==> src/rtl/ft600_sched.sv <==
`timescale 1ns/1ps
// FT600 245-mode bus scheduler: round-robin RX/TX bursts with a one-word TX holding register.
// Optional word statistics are enabled by defining FT600_SCHED_STATS_EN.
module ft600_sched #(
   parameter int DATA_WIDTH = 16,
   parameter int BE_WIDTH   = 2,
   parameter int MAX_BURST  = 64
) (
   input  logic                  clk,
   input  logic                  rst_n,
   input  logic                  txe_n,
   input  logic                  rxf_n,
   output logic                  wr_n,
   output logic                  rd_n,
   output logic                  oe_n,
   output logic [DATA_WIDTH-1:0] data_out,
   output logic [BE_WIDTH-1:0]   be_out,
   output logic                  data_oe,
   input  logic [DATA_WIDTH-1:0] data_in,
   output logic                  tx_en,
   input  logic [DATA_WIDTH-1:0] tx_data,
   input  logic                  tx_empty,
   output logic                  rx_en,
   output logic [DATA_WIDTH-1:0] rx_data,
   input  logic                  rx_full,
   output logic [31:0]           tx_words,
   output logic [31:0]           rx_words
);

   typedef enum logic [2:0] {IDLE, RX_OE, RX_READ, TX_WRITE, TURN} state_t;

   localparam logic        DIR_RX     = 1'b0;
   localparam logic        DIR_TX     = 1'b1;
   localparam logic [15:0] BURST_LAST = 16'(MAX_BURST - 1);

   state_t                 state_reg, state_next;
   logic [15:0]            burst_cnt_reg, burst_cnt_next;
   logic                   last_dir_reg, last_dir_next;
   logic [DATA_WIDTH-1:0]  hold_data_reg, hold_data_next;
   logic                   hold_valid_reg, hold_valid_next;
   logic                   fetch_reg;
   logic                   oe_n_reg, data_oe_reg, wr_n_reg;

   logic rx_req, tx_req;
   logic in_rx, in_tx;
   logic tx_accept, burst_last, tx_exit;

   always_comb begin
      rx_req     = !rxf_n && !rx_full;
      tx_req     = !txe_n && (hold_valid_reg || !tx_empty);
      in_rx      = (state_reg == RX_READ);
      in_tx      = (state_reg == TX_WRITE);
      burst_last = (burst_cnt_reg == BURST_LAST);

      rx_en      = in_rx && !rxf_n && !rx_full;
      tx_accept  = in_tx && hold_valid_reg && !txe_n;
      tx_exit    = in_tx && (txe_n || (tx_accept && burst_last) ||
                             (!hold_valid_reg && tx_empty && !fetch_reg));
      // Only one fetch may be outstanding, and only into a slot that is free by the next edge.
      tx_en      = in_tx && !tx_exit && !tx_empty && !fetch_reg &&
                   (!hold_valid_reg || tx_accept);

      state_next      = state_reg;
      burst_cnt_next  = burst_cnt_reg;
      last_dir_next   = last_dir_reg;
      hold_data_next  = hold_data_reg;
      hold_valid_next = hold_valid_reg;

      // A fetch lands even after the burst has ended, so the word waits for the next grant.
      if (fetch_reg) begin
         hold_data_next  = tx_data;
         hold_valid_next = 1'b1;
      end else if (tx_accept) begin
         hold_valid_next = 1'b0;
      end

      if (rx_en || tx_accept)
         burst_cnt_next = burst_cnt_reg + 16'd1;

      case (state_reg)
         IDLE: begin
            if (rx_req && (!tx_req || last_dir_reg == DIR_TX)) begin
               state_next     = RX_OE;
               burst_cnt_next = '0;
               last_dir_next  = DIR_RX;
            end else if (tx_req) begin
               state_next     = TX_WRITE;
               burst_cnt_next = '0;
               last_dir_next  = DIR_TX;
            end
         end
         RX_OE:    state_next = RX_READ;
         RX_READ: begin
            if (rxf_n || rx_full || (rx_en && burst_last))
               state_next = TURN;
         end
         TX_WRITE: begin
            if (tx_exit)
               state_next = TURN;
         end
         TURN:     state_next = IDLE;
         default:  state_next = IDLE;
      endcase
   end

   always_ff @(posedge clk or negedge rst_n) begin
      if (!rst_n) begin
         state_reg      <= IDLE;
         burst_cnt_reg  <= '0;
         last_dir_reg   <= DIR_TX;
         hold_data_reg  <= '0;
         hold_valid_reg <= 1'b0;
         fetch_reg      <= 1'b0;
         oe_n_reg       <= 1'b1;
         data_oe_reg    <= 1'b0;
         wr_n_reg       <= 1'b1;
      end else begin
         state_reg      <= state_next;
         burst_cnt_reg  <= burst_cnt_next;
         last_dir_reg   <= last_dir_next;
         hold_data_reg  <= hold_data_next;
         hold_valid_reg <= hold_valid_next;
         fetch_reg      <= tx_en;
         // Pad controls are registered from the next state so they change cleanly on clk.
         oe_n_reg       <= !(state_next == RX_OE || state_next == RX_READ);
         data_oe_reg    <= (state_next == TX_WRITE);
         wr_n_reg       <= !(state_next == TX_WRITE && hold_valid_next);
      end
   end

   assign oe_n     = oe_n_reg;
   assign data_oe  = data_oe_reg;
   assign wr_n     = wr_n_reg;
   assign rd_n     = in_rx ? rx_full : 1'b1;
   assign data_out = hold_data_reg;
   assign rx_data  = data_in;

   genvar gi;
   generate
      for (gi = 0; gi < BE_WIDTH; gi++) begin : g_be
         assign be_out[gi] = 1'b1;
      end
   endgenerate

`ifdef FT600_SCHED_STATS_EN
   logic [31:0] tx_words_reg, rx_words_reg;

   always_ff @(posedge clk or negedge rst_n) begin
      if (!rst_n) begin
         tx_words_reg <= '0;
         rx_words_reg <= '0;
      end else begin
         if (tx_accept)
            tx_words_reg <= tx_words_reg + 32'd1;
         if (rx_en)
            rx_words_reg <= rx_words_reg + 32'd1;
      end
   end

   assign tx_words = tx_words_reg;
   assign rx_words = rx_words_reg;
`else
   assign tx_words = '0;
   assign rx_words = '0;
`endif

endmodule
==> config.mk <==
export PLATFORM = sky130hd
export DESIGN_NAME = ft600_sched
export DESIGN_NICKNAME = d
export VERILOG_FILES = /design/src/rtl/ft600_sched.sv
export SDC_FILE = /design/constraint.sdc
export NUM_CORES = 1
export LEC_CHECK = 0
export ABC_AREA = 0
export CELL_PAD_IN_SITES_DETAIL_PLACEMENT = 0
export CELL_PAD_IN_SITES_GLOBAL_PLACEMENT = 1
export CORE_MARGIN = 1.5
export CORE_UTILIZATION = 28
export DETAILED_ROUTE_END_ITERATION = 8
export GPL_ROUTABILITY_DRIVEN = 0
export PLACE_DENSITY_LB_ADDON = 0.1
export RECOVER_POWER = 50
export SETUP_SLACK_MARGIN = 0.3
export SLEW_MARGIN = 20
export SYNTH_ARGS = -nofsm -noshare
export SYNTH_HDL_FRONTEND = slang
export SYNTH_SLANG_ARGS = --single-unit
export TNS_END_PERCENT = 20
==> constraint.sdc <==
create_clock -name clk -period 2.6 [get_ports clk]
set_input_delay 0.78 -clock clk [delete_from_list [all_inputs] [get_ports clk]]
set_output_delay 0.78 -clock clk [all_outputs]
set_load 0.01 [all_outputs]
==> results of run 1 <==
-- final cells by class --
cell class / instances / share of cell area
Timing Repair Buffer: 74 / 0.210
Multi-Input combinational cell: 181 / 0.357
Inverter: 3 / 0.00372
Clock buffer: 5 / 0.0227
Clock inverter: 3 / 0.0215
Sequential cell: 41 / 0.340
Tap cell: 108 / 0.0447
-- worst paths after layout --
path | from | end | slack (ns) | cells past startpoint
hold reg to reg | last_dir_reg | last_dir_reg | 0.49 | 2
setup reg to reg | state_reg[0] | burst_cnt_reg[15] | 0.66 | 8
max in group asynchronous | rst_n | burst_cnt_reg[2] | 0.71 | 2
setup / recovery | txe_n | tx_en | 0.02 | 6
hold / removal | last_dir_reg | last_dir_reg | 0.49 | 2
min in group asynchronous | rst_n | data_out[5] | 0.69 | 1
-- routing by layer --
layer / vias to the layer above / share of wire
met1: 764 / 0.48
met2: 71 / 0.45
li1: 789 / -
met5: - / 0
met3: 8 / 0.070
met4: 0 / 0.0085
-- critical path, stage by stage --
cell and delay, ns:
buf_6 0.09, or2b_1 0.25, nor3_2 0.17, o21ai_2 0.10
nor3_2 0.24, buf_2 0.17
-- synthesized netlist by cell type (2+ instances only) --
master / instances
xor2_1: 12
nand4_1: 9
nor3b_1: 2
nor4_1: 2
nor3_1: 5
a21oi_1: 5
buf_4: 82
dfstp_2: 3
nand3_1: 3
xnor2_1: 3
nand2_1: 10
dfrtp_1: 38
conb_1: 2
o21ai_0: 4
nor2_1: 23
and4_1: 2
nand2b_1: 3
mux2_2: 16
clkbuf_1: 5
inv_1: 3
-- power breakdown --
group	internal [W]	total [W]	switching [W]
registers	0.000769	0.000835	0.0000667
clock network	0.000381	0.000606	0.000225
logic	0.000374	0.000726	0.000352
-- metrics by stage --
| step | util | total power [W] | area (um2) | setup slack (ns) | instances |
|---|---|---|---|---|---|
| floorplan | - | 0.00129 | 2730 | 0.290 | 312 |
| global placement | 0.332 | 0.00157 | 2870 | -0.676 | 404 |
| detailed placement | 0.332 | 0.00157 | 2870 | -0.734 | 404 |
| CTS | 0.350 | 0.00221 | 3020 | -0.0271 | 413 |
| global route | 0.350 | 0.00232 | 3030 | -0.0493 | 415 |
| finish | 0.350 | 0.00217 | 3030 | 0.0204 | 415 |
-- cells by family (layout without fill, tap and decap cells) --
kind of cell               Yosys count  in the layout  synth area share
xor gates and xnor gates            15             15            0.0531
buffers and inverters               90             85             0.261
and+or+nand+nor                     66             66             0.137
AOI/OAI and AO/OA                   16             16            0.0485
DFF                                 41             41             0.416
adders and majority gates            1              1           0.00505
other                                2             66           0.00303
muxes                               17             17            0.0768
-- repair_timing --
action,4_1_cts,5_1_grt
pin swaps,5,4
hold buffers,0,0
buffers inserted,1,2
endpoints found under the setup margin,3,3
resized for setup,34,2
==> flow_summary_export.csv, run 1 <==
group,metric,value,unit
clock_tree,clk_pin_slew,0.08,ns
clock_tree,htree_levels,2,
timing,timing.hold.ws,0.494,ns
yosys,yosys.area.top_type_share,0.384,
grt,grt_overflow,0,
timing,max_slew.worst_pin.slew,1.15,ns
clock_tree,clk_latency,0.29,ns
grt,grtUsageMet3,0.0383,
floorplanning,rows,34,
finish,layout.area.seq,1030,um2
power,power.density,716,nW/um2
detailed_routing,antenna_left,0,
grt,grt_usage,0.106,
timing,setup_viol,0,
placement,port_buffers,43,
floorplanning,initial_utilization,0.287,
detailed_routing,vias,1632,
finish,area_growth,22.2,%
grt,grt_pass1_wl,8.17,mm
yosys,syn_inst,248,
setup_path,crit_arrival,1.80,ns
floorplanning,dieHeight,97.0,um
timing,slew_viol_final,0,
finish,final_common_cell,"conb_1",
finish,n_antenna_cell,0,
floorplanning,fp.dieW,97.0,um
setup_path,required,1.82,ns
yosys,synthArstFlopShare,1.00,
clock_tree,clockBufferDepth,2,
yosys,ys_ff_latch,41,
floorplanning,core_region_area,8640,um2
setup_path,start_kind,"primary input",
timing,finalCritPeriodShare,0.992,
clock_tree,cts_made_buffers,5,
finish,multiInputGateArea,1080,um2
detailed_routing,drc_errors,0,
placement,hpwl,3.69,mm
yosys,synth.distinct_cells,36,
clock_tree,cts_tree,"yes",
hold_path,min_path_type,"reg -> reg",
timing,setup_tns,0,ns
finish,drive_gt1_frac,0.238,
grt,grt_pass1_vias,1562,
yosys,synth_ff_type,"dfrtp_1",
timing,max_freq,388,MHz
grt,grt_antenna_before_repair,0,
setup_path,worstSetupPathType,"in -> out",
grt,grt_max_degree,22,
floorplanning,io-pin-count,142,
grt,busiest_layer,"met2",
power,p_leak,1.45,nW
flow_run,max_cap_violations,0,
timing,fin_skew,0.00278,ns
grt,met2_usage,0.157,
yosys,ys_seq_area_frac,0.416,
setup_path,worstPathMaxFanout,3,
setup_path,setup.worst_path.end_class,"output port",
detailed_routing,first_pass_iters,4,
clock_tree,clock-sinks,41,
yosys,synth_edf_count,0,
power,vdd_drop_max,279,uV
yosys,yosysTopAreaCell,"dfrtp_1",
grt,grt_util_met1,0.151,
yosys,synth_area,2480,um2
floorplanning,dieArea,9420,um2
timing,relSlewSlack,0.236,
outcome,outcome,"finished, final reports clean",
finish,final_nets,345,
finish,fill_cells,909,
yosys,synth_area_leaders,"dfrtp_1 38%, buf_4 25%, mux2_2 7.3%",
detailed_routing,drt_wl_total,4.82,mm
yosys,yosysWarnings,0,
detailed_routing,wl_per_cell,11.6,um
finish,layout_common_cells,"66 x conb_1, 38 x dfrtp_1, 26 x buf_4",
timing,finalHoldViolCount,0,
timing,rsz0062_at_grt,"yes",
clock_tree,cts_root_buffer,"clkbuf_8",
detailed_routing,dr.first_iter.drc_count,28,
detailed_routing,routed_via_density,3.93,
yosys,avgSynthCellArea,9.98,um2
timing,period_minus_slack,2.58,ns
Note: power is estimated with default switching activity, not from simulation.
==> run 2: changes to the inputs <==
--- a/config.mk
+++ b/config.mk
@@ -12,10 +12,11 @@
 export CORE_UTILIZATION = 28
 export DETAILED_ROUTE_END_ITERATION = 8
 export GPL_ROUTABILITY_DRIVEN = 0
+export GPL_TIMING_DRIVEN = 1
 export PLACE_DENSITY_LB_ADDON = 0.1
 export RECOVER_POWER = 50
 export SETUP_SLACK_MARGIN = 0.3
-export SLEW_MARGIN = 20
+export SLEW_MARGIN = 40
 export SYNTH_ARGS = -nofsm -noshare
 export SYNTH_HDL_FRONTEND = slang
 export SYNTH_SLANG_ARGS = --single-unit
==> results of run 2 <==
The final DEF is identical to that of run 1; final timing and power are the same.
